File: config.mk
export PLATFORM = sky130hd
export DESIGN_NAME = vga_sync_decoder
export DESIGN_NICKNAME = d
export VERILOG_FILES = /design/src/rtl/vga_sync_decoder.sv
export SDC_FILE = /design/constraint.sdc
export NUM_CORES = 1
export LEC_CHECK = 0
export ABC_AREA = 1
export CORE_MARGIN = 1.5
export CORE_UTILIZATION = 44
export CTS_BUF_LIST = sky130_fd_sc_hd__clkbuf_8
export CTS_CLUSTER_SIZE = 14
export DETAILED_ROUTE_END_ITERATION = 10
export MAX_ROUTING_LAYER = met4
export PLACE_DENSITY = 0.69
export SLEW_MARGIN = 25
export SYNTH_ARGS = -nofsm -noshare
export SYNTH_HDL_FRONTEND = slang
export SYNTH_SLANG_ARGS = --single-unit
File: constraint.sdc
create_clock -name clk -period 2.35 [get_ports clk]
set_input_delay 0.47 -clock clk [delete_from_list [all_inputs] [get_ports clk]]
set_output_delay 0.47 -clock clk [all_outputs]
set_load 0.01 [all_outputs]
File: src/rtl/vga_sync_decoder.sv
// Receive-side VGA timing decoder: recovers pixel position from HS/VS, checks
// sync timing against the configured mode and streams active-area pixels once locked.
module vga_sync_decoder #(
   parameter int unsigned H_BITS      = 11,
   parameter int unsigned V_BITS      = 11,
   parameter int unsigned HD          = 1280,
   parameter int unsigned HF          = 48,
   parameter int unsigned HR          = 112,
   parameter int unsigned HB          = 248,
   parameter int unsigned VD          = 1024,
   parameter int unsigned VF          = 1,
   parameter int unsigned VR          = 3,
   parameter int unsigned VB          = 38,
   parameter int unsigned LOCK_FRAMES = 2
) (
   input  logic              clk,
   input  logic              arstn,
   input  logic              vga_hs_i,
   input  logic              vga_vs_i,
   input  logic [11:0]       rgb_i,
   output logic              pix_valid_o,
   output logic [H_BITS-1:0] pix_x_o,
   output logic [V_BITS-1:0] pix_y_o,
   output logic [11:0]       pix_rgb_o,
   output logic              frame_start_o,
   output logic              locked_o,
   output logic              hsync_err_o,
   output logic              vsync_err_o,
   output logic [7:0]        err_cnt_o
);
   localparam int unsigned HTOTAL = HD + HF + HR + HB;
   localparam int unsigned VTOTAL = VD + VF + VR + VB;
   localparam logic [H_BITS-1:0] H_LAST   = H_BITS'(HTOTAL - 1);
   localparam logic [H_BITS-1:0] H_PW     = H_BITS'(HR - 1);
   localparam logic [H_BITS-1:0] H_ACT_LO = H_BITS'(HR + HB);
   localparam logic [H_BITS-1:0] H_ACT_HI = H_BITS'(HR + HB + HD);
   localparam logic [V_BITS-1:0] V_LAST   = V_BITS'(VTOTAL - 1);
   localparam logic [V_BITS-1:0] V_PW     = V_BITS'(VR - 1);
   localparam logic [V_BITS-1:0] V_ACT_LO = V_BITS'(VR + VB);
   localparam logic [V_BITS-1:0] V_ACT_HI = V_BITS'(VR + VB + VD);
   localparam logic [3:0]        GOOD_LOCK = 4'(LOCK_FRAMES);

   typedef enum logic [1:0] {SEARCH, ACQUIRE, LOCKED} state_t;

   state_t            state, state_nxt;
   logic [3:0]        good, good_nxt, good_inc;
   logic              hs_q, hs_qq, vs_q, vs_qq;
   logic [11:0]       rgb_q;
   logic [H_BITS-1:0] hcnt, hcnt_nxt;
   logic [V_BITS-1:0] vcnt, vcnt_nxt;
   logic              h_seen;
   logic              hs_rise, hs_fall, vs_rise, vs_fall;
   logic              armed, h_err, v_err, active, emit;

   always_ff @(posedge clk or negedge arstn) begin
      if (!arstn) begin
         hs_q  <= 1'b0;
         hs_qq <= 1'b0;
         vs_q  <= 1'b0;
         vs_qq <= 1'b0;
         rgb_q <= '0;
      end else begin
         hs_q  <= vga_hs_i;
         hs_qq <= hs_q;
         vs_q  <= vga_vs_i;
         vs_qq <= vs_q;
         rgb_q <= rgb_i;
      end
   end

   assign hs_rise = hs_q & ~hs_qq;
   assign hs_fall = ~hs_q & hs_qq;
   assign vs_rise = vs_q & ~vs_qq;
   assign vs_fall = ~vs_q & vs_qq;

   // rgb_q sits at position hcnt_nxt/vcnt_nxt: the HS rise cycle itself is position 0
   always_comb begin
      hcnt_nxt = (hcnt == '1) ? hcnt : hcnt + H_BITS'(1);
      if (hs_rise) hcnt_nxt = '0;
      vcnt_nxt = vcnt;
      if (hs_rise) begin
         if (vs_rise)           vcnt_nxt = '0;
         else if (vcnt != '1)   vcnt_nxt = vcnt + V_BITS'(1);
      end
   end

   assign armed  = (state != SEARCH);
   assign h_err  = armed & ((hs_rise & h_seen & (hcnt != H_LAST)) |
                            (hs_fall & (hcnt != H_PW)));
   assign v_err  = armed & ((vs_rise & ((vcnt != V_LAST) | ~hs_rise)) |
                            (vs_fall & (vcnt != V_PW)));
   assign active = (hcnt_nxt >= H_ACT_LO) && (hcnt_nxt < H_ACT_HI) &&
                   (vcnt_nxt >= V_ACT_LO) && (vcnt_nxt < V_ACT_HI);
   assign emit   = (state == LOCKED) & active;
   assign good_inc = good + 4'd1;

   always_comb begin
      state_nxt = state;
      good_nxt  = good;
      case (state)
         SEARCH: begin
            if (vs_rise) begin
               state_nxt = ACQUIRE;
               good_nxt  = '0;
            end
         end
         ACQUIRE: begin
            if (h_err | v_err) begin
               state_nxt = SEARCH;
            end else if (vs_rise) begin
               good_nxt = good_inc;
               if (good_inc == GOOD_LOCK) state_nxt = LOCKED;
            end
         end
         LOCKED: begin
            if (h_err | v_err) state_nxt = SEARCH;
         end
         default: state_nxt = SEARCH;
      endcase
   end

   always_ff @(posedge clk or negedge arstn) begin
      if (!arstn) begin
         state  <= SEARCH;
         good   <= '0;
         hcnt   <= '0;
         vcnt   <= '0;
         h_seen <= 1'b0;
      end else begin
         state <= state_nxt;
         good  <= good_nxt;
         hcnt  <= hcnt_nxt;
         vcnt  <= vcnt_nxt;
         if (armed && state_nxt == SEARCH) h_seen <= 1'b0;
         else if (hs_rise)                 h_seen <= 1'b1;
      end
   end

   always_ff @(posedge clk or negedge arstn) begin
      if (!arstn) begin
         hsync_err_o   <= 1'b0;
         vsync_err_o   <= 1'b0;
         err_cnt_o     <= '0;
         locked_o      <= 1'b0;
         pix_valid_o   <= 1'b0;
         frame_start_o <= 1'b0;
         pix_x_o       <= '0;
         pix_y_o       <= '0;
         pix_rgb_o     <= '0;
      end else begin
         hsync_err_o   <= h_err;
         vsync_err_o   <= v_err;
         if ((hsync_err_o | vsync_err_o) && err_cnt_o != '1)
            err_cnt_o <= err_cnt_o + 8'd1;
         locked_o      <= (state == LOCKED);
         pix_valid_o   <= emit;
         frame_start_o <= emit & (hcnt_nxt == H_ACT_LO) & (vcnt_nxt == V_ACT_LO);
         if (emit) begin
            pix_x_o   <= hcnt_nxt - H_ACT_LO;
            pix_y_o   <= vcnt_nxt - V_ACT_LO;
            pix_rgb_o <= rgb_q;
         end
      end
   end
endmodule

# Yosys cells after proc, flatten, opt, wreduce, memory -nomap -nowiden
# Index checks and enable logic that the tools add are counted.
# op_classes
eq_ne	15
n_mux	17
magnitude_cmp	4
reduce_logical	11
bitwise_logic	24
add_sub_neg	6
# ops
cell	count
11-bit two-way mux	5
11-bit inequality test, second input constant	3
11-bit by 1-bit adder with 11-bit output, second input constant	2
11-bit less-than comparator, second input constant	2
1-bit bitwise AND	14
4-bit two-way mux	3
11-bit == test, second input constant	1
11-bit by 6-bit == test with 1-bit output, second input constant	1
11-bit by 9-bit == test with 1-bit output, second input constant	1
11-bit by 6-bit >= comparator with 1-bit output, second input constant	1
11-bit by 9-bit >= comparator with 1-bit output, second input constant	1
11-bit by 2-bit inequality test with 1-bit output, second input constant	1
11-bit by 7-bit inequality test with 1-bit output, second input constant	1
11-bit by 6-bit subtractor with 11-bit output, second input constant	1
11-bit by 9-bit subtractor with 11-bit output, second input constant	1
2-bit two-way mux	5
8-bit by 1-bit adder with 8-bit output, second input constant	1
8-bit inequality test, second input constant	1
4-bit case mux with 2 select lines	1
2-bit inequality test, second input constant	3
2-bit case mux with 3 select lines	1
2-bit nonzero test	3
1-bit logical AND	5
1-bit inverter	5
8 further kinds	14
# word_totals
reg_bits	92
in_bits	16

# Depth between registers and ports, before layout
# Gate-level depths: netlist of run 1.
# depth
word_depth	13
mapped_depth	22
mapped_depth_nobuf	20

# Worst setup path after synthesis of run 1
# Ideal clock, no wire load.
# synth_timing
kind	register to register
startpoint	register hcnt[0]
endpoint	register pix_x_o[3]
arrival_ps	2456
required_ps	2233
path_stages_with_launch	20
setup_time_ps	117
slack_ps	-223
cell_sequence	dfrtp_1 > ha_1 > nand2_1 > nor2_4 > nand3_1 > inv_1 > o21ai_0 > ha_1 > inv_1 > nand4_1 > inv_1 > nor2_1 > nand2_1 > nand2_1 > nand2_2 > nor2_8 > nand2_4 > buf_6 > nand2_1 > nand2_1
# synth_via
elab_chain_cells	8
# synth_lines
item	line	source
start: declaration	49	logic [H_BITS-1:0] hcnt, hcnt_nxt;
start signal: assignment	132	hcnt <= hcnt_nxt;
11-bit by 1-bit adder with 11-bit output / 11-bit == test (equally long branches)	78	hcnt_nxt = (hcnt == '1) ? hcnt : hcnt + H_BITS'(1);
11-bit two-way mux *	78	
11-bit two-way mux *	79	if (hs_rise) hcnt_nxt = '0;
11-bit by 9-bit >= comparator with 1-bit output / 11-bit less-than comparator (equally long branches)	92	assign active = (hcnt_nxt >= H_ACT_LO) && (hcnt_nxt < H_ACT_HI) &&
1-bit logical AND (2 in series)	92	
1-bit logical AND	93	(vcnt_nxt >= V_ACT_LO) && (vcnt_nxt < V_ACT_HI);
1-bit bitwise AND	94	assign emit = (state == LOCKED) & active;
end signal: assignment	159	pix_x_o <= hcnt_nxt - H_ACT_LO;
end: declaration	22	output logic [H_BITS-1:0] pix_x_o,
# Every way passes the cells marked *; elsewhere a longest branch is shown, timed or not.
# A chain may end at the register's enable or synchronous reset.

# Final worst setup path of run 1
# layout_timing
startpoint	register hcnt[1]
endpoint	register pix_x_o[4]
# Same word-level chain as after synthesis.

==> results of run 1 <==
[timing repair]
item	CTS	global route
hold buffers	1	0
setup buffers	6	8
pin swaps	11	23
gates cloned	4	4
endpoints found under the setup margin	39	40
gates resized for setup	24	56
hold endpoints to repair	16	0
[layout make-up]
cell class                 count  area, um2  share of cell area (%)
multi-input combinational    413       2492                   36.25
sequential                    92       2302                   33.49
timing repair buffer         154       1433                   20.84
inverter                      72      272.8                   3.967
tap                          136      170.2                   2.475
clock buffer                   9      123.9                   1.802
clock inverter                 7      81.33                   1.183
[critical path, delay by kind of cell, from the launching register on]
| kind | cells | cell delay (ps) |
|---|---|---|
| and+or+nand+nor | 11 | 1140 |
| DFF | 1 | 410 |
| adders and majority gates | 2 | 330 |
| buffers and inverters | 3 | 270 |
| AOI/OAI and AO/OA | 1 | 200 |
| xor gates and xnor gates | 1 | 110 |
[per-stage QoR]
| step | power (uW) | instance area, um2 | hold slack [ps] | util (%) |
|---|---|---|---|---|
| after floorplan | 2624 | 4827 | 174.4 | - |
| after global placement | 3166 | 6105 | 353.1 | 58.61 |
| after detailed placement | 3211 | 6105 | 355.9 | 58.61 |
| after CTS | 4390 | 6581 | 409.0 | 63.18 |
| after global routing | 4728 | 6875 | 417.5 | 66.01 |
| final | 4456 | 6875 | 404.3 | 66.01 |
[sequential cells by signal, indices dropped and copies added, names as in the netlist]
register and flops:
state 2, err_cnt_o 8, locked_o 1, h_seen 1, hcnt 11, pix_rgb_o 12
vs_q 1, pix_valid_o 1, rgb_q 12, hs_qq 1, vsync_err_o 1, pix_x_o 11
vs_qq 1, vcnt 11, frame_start_o 1, hsync_err_o 1, good 4, pix_y_o 11
hs_q 1
[routing by layer]
metal  routed length (um)  track usage, %  part of all wire, %  vias up
met5                    0               -                    0        -
met4                  422           7.048                  3.3        0
met3                  583           4.195                  4.5       37
met2                 6505           37.22                   50      142
met1                 5426           27.03                   42     2138
li1                     -               -                    -     2172
[cell families after synthesis]
kind of cell | after synthesis | synth area share (%)
XOR/XNOR | 20 | 3.675
adder cells (fa/ha/maj) | 11 | 2.887
multiplexers | 1 | 0.2362
buffers and inverters | 86 | 7.716
AND/OR/NAND/NOR | 347 | 33.52
AO/OA/AOI/OAI | 27 | 3.674
flip-flops | 92 | 48.29
[power by group through the flow]
stage | Sequential [uW] | Combinational, uW | Clock [uW]
finish | 1900 | 1440 | 1110
global route | 1920 | 1590 | 1210
CTS | 1900 | 1350 | 1150
detailed placement | 1920 | 1290 | 0
global placement | 1910 | 1250 | 0
floorplan | 1940 | 680 | 0
[cells in the final DEF, fill, tap and decap left out, types with 4 or more instances in the layout]
| cell | synthesis | routed |
|---|---|---|
| clkdlybuf4s50_1 | 0 | 61 |
| nand2_2 | 8 | 37 |
| clkbuf_8 | 0 | 9 |
| nand2_1 | 182 | 146 |
| nand2_4 | 2 | 9 |
| inv_1 | 58 | 55 |
| nand3_1 | 75 | 68 |
| ha_1 | 11 | 7 |
| xnor2_1 | 5 | 5 |
| nor2_4 | 3 | 5 |
| xor2_1 | 15 | 15 |
| nand3_2 | 6 | 10 |
| dfrtp_1 | 92 | 92 |
| inv_2 | 13 | 16 |
| o21ai_1 | 3 | 4 |
| nand4_1 | 10 | 10 |
| buf_4 | 1 | 79 |
| o21ai_0 | 11 | 9 |
| nor2_1 | 42 | 37 |
| nor2_2 | 9 | 12 |
| buf_12 | 0 | 7 |
| nand2_8 | 0 | 7 |
[path summary, 6_finish.rpt]
path / from / end / slack [ps] / cells past startpoint
hold reg to reg: vs_q$_DFF_PN0_ / vs_qq$_DFF_PN0_ / 400 / 0
setup reg to reg: hcnt[1]$_DFF_PN0_ / pix_x_o[4]$_DFFE_PN0P_ / -240 / 18
min in group asynchronous: arstn / err_cnt_o[2]$_DFFE_PN0P_ / 500 / 2
hold / removal: vs_q$_DFF_PN0_ / vs_qq$_DFF_PN0_ / 400 / 0
max in group asynchronous: arstn / pix_x_o[9]$_DFFE_PN0P_ / 1270 / 3
setup / recovery: hcnt[1]$_DFF_PN0_ / pix_x_o[4]$_DFFE_PN0P_ / -240 / 18
==> impl_metrics.toml, run 1 <==
[status]
status = "finished with violations"
violations = "setup timing"

[flow_run]
drv_cap = 0

[layout]
n_antenna_cell = 0
fin_cells = 883
area_growth_syn_to_layout_pct = 44.23
nFillCells = 802
nets = 769
drive_gt1_share_pct = 29.59

[sta]
drv_slew = 0
final.period_utilization_pct = 110.1
worst_slack_ps = -236.2
finalCriticalPeriod_ps = 2586
rsz0062_at_grt = "yes"
finalHoldViolations = 0
fmax_mhz = 386.7
finalSetupTns_ps = -7748
slew_headroom_pct = 75.00
setup_violations = 36
skew_ps = 24.09
worst_pin_slew_ps = 375.0

[placement]
place_ws_ps = -220.4
portBuffers = 62
placed_cells = 845
hpwl_um = 8351
gp_congestion = 0.8918

[critical_path]
endpoint_kind = "register"
cp_cell_sequence = "ha_4 -> nand2_4 -> nor2_4 -> xor2_1 -> o21ai_2 -> ha_4 -> inv_2 -> nand4_1 -> inv_1 -> nor2_2 -> nand2_1 -> nand2_1 -> nand2_4 -> nor2_8 -> buf_12 -> nand2_4 -> nand2_1 -> nand2_1"
crit_top_cell = "nand2_1"
cp-start-kind = "register"
slowest_stage = "dfrtp_1"
slowest_delay_ps = 410
criticalPathCategory = "register to register"
path_max_fanout = 5
worstPathArrival_ps = 2850
cp.required_ps = 2610

[logic_synthesis]
ys_top_cells_by_area = "dfrtp_1 48%, nand2_1 14%, nand3_1 7.9%"
ys_top_cells_by_count = "182 x nand2_1, 92 x dfrtp_1, 75 x nand3_1"
synth_area_mm2 = 0.004767
synth.distinct_cells = 37
ys_seq_elements = 92
yosysTopAreaCell = "dfrtp_1"
synth_flop_cell = "dfrtp_1"
ys_async_sr_fraction_pct = 100.0
synth.most_common_cell = "nand2_1"
syn_nets = 611
yosysWarnings = 0
synth_top_cell_area_share_pct = 48.29
synth.avg_cell_area_um2 = 8.163
synth_edf_count = 0
syn_inst = 584
synth-seq-area-share_pct = 48.29

[pwr]
switching_share_pct = 34.40
cellInternalPower_uw = 2923
p_leak_uw = 0.003534
combPwrFrac_pct = 32.3
peakVddDrop_uv = 388.9
cellPowerDensity_mw_per_mm2 = 648.0
seqPwrFrac_pct = 42.7
p_sw_uw = 1533
p_clk_share_pct = 25.0

[route]
wl_um = 12940
drt_iter0_markers = 277
wl_per_cell_um = 14.65
vias_per_cell = 5.084
drc = 0
antenna_left = 0
route.vias.total = 4489
drt-pass1-iter-count = 5

[grt]
first_global_vias = 4304
grt_max_degree = 55
antenna_found_initial = 0
grt_pass1_wl_um = 19550
track_usage_pct = 22.17
overflow = 0

[clock_tree]
cts-root-buf = "clkbuf_8"
clk_pin_slew_ps = 100
htree_levels = 3
cts_buffer_depth = 2
clk-insertion-delay-late_ps = 370
cts_tree = "yes"
cts.sinks = 92
numCtsBuffers = 9

[die]
start_util_pct = 45.77
die_h_um = 107.1
num_io_pins = 63
die_area_mm2 = 0.01147
rows = 37
dieWidth_um = 107.1
core_area_mm2 = 0.01042

[worst_hold_path]
min_path_type = "register to register"
No activity file was read; power rests on OpenSTA's default activity.
==> run 2: changes to the inputs <==
- CTS_CLUSTER_DIAMETER: default -> 80
==> results of run 2 <==
Final layout, timing and power as in run 1 (identical DEF).
==> run 3: changes to the inputs <==
- CAP_MARGIN: default -> 20
==> results of run 3 <==
Final layout, timing and power as in run 1 (identical DEF).
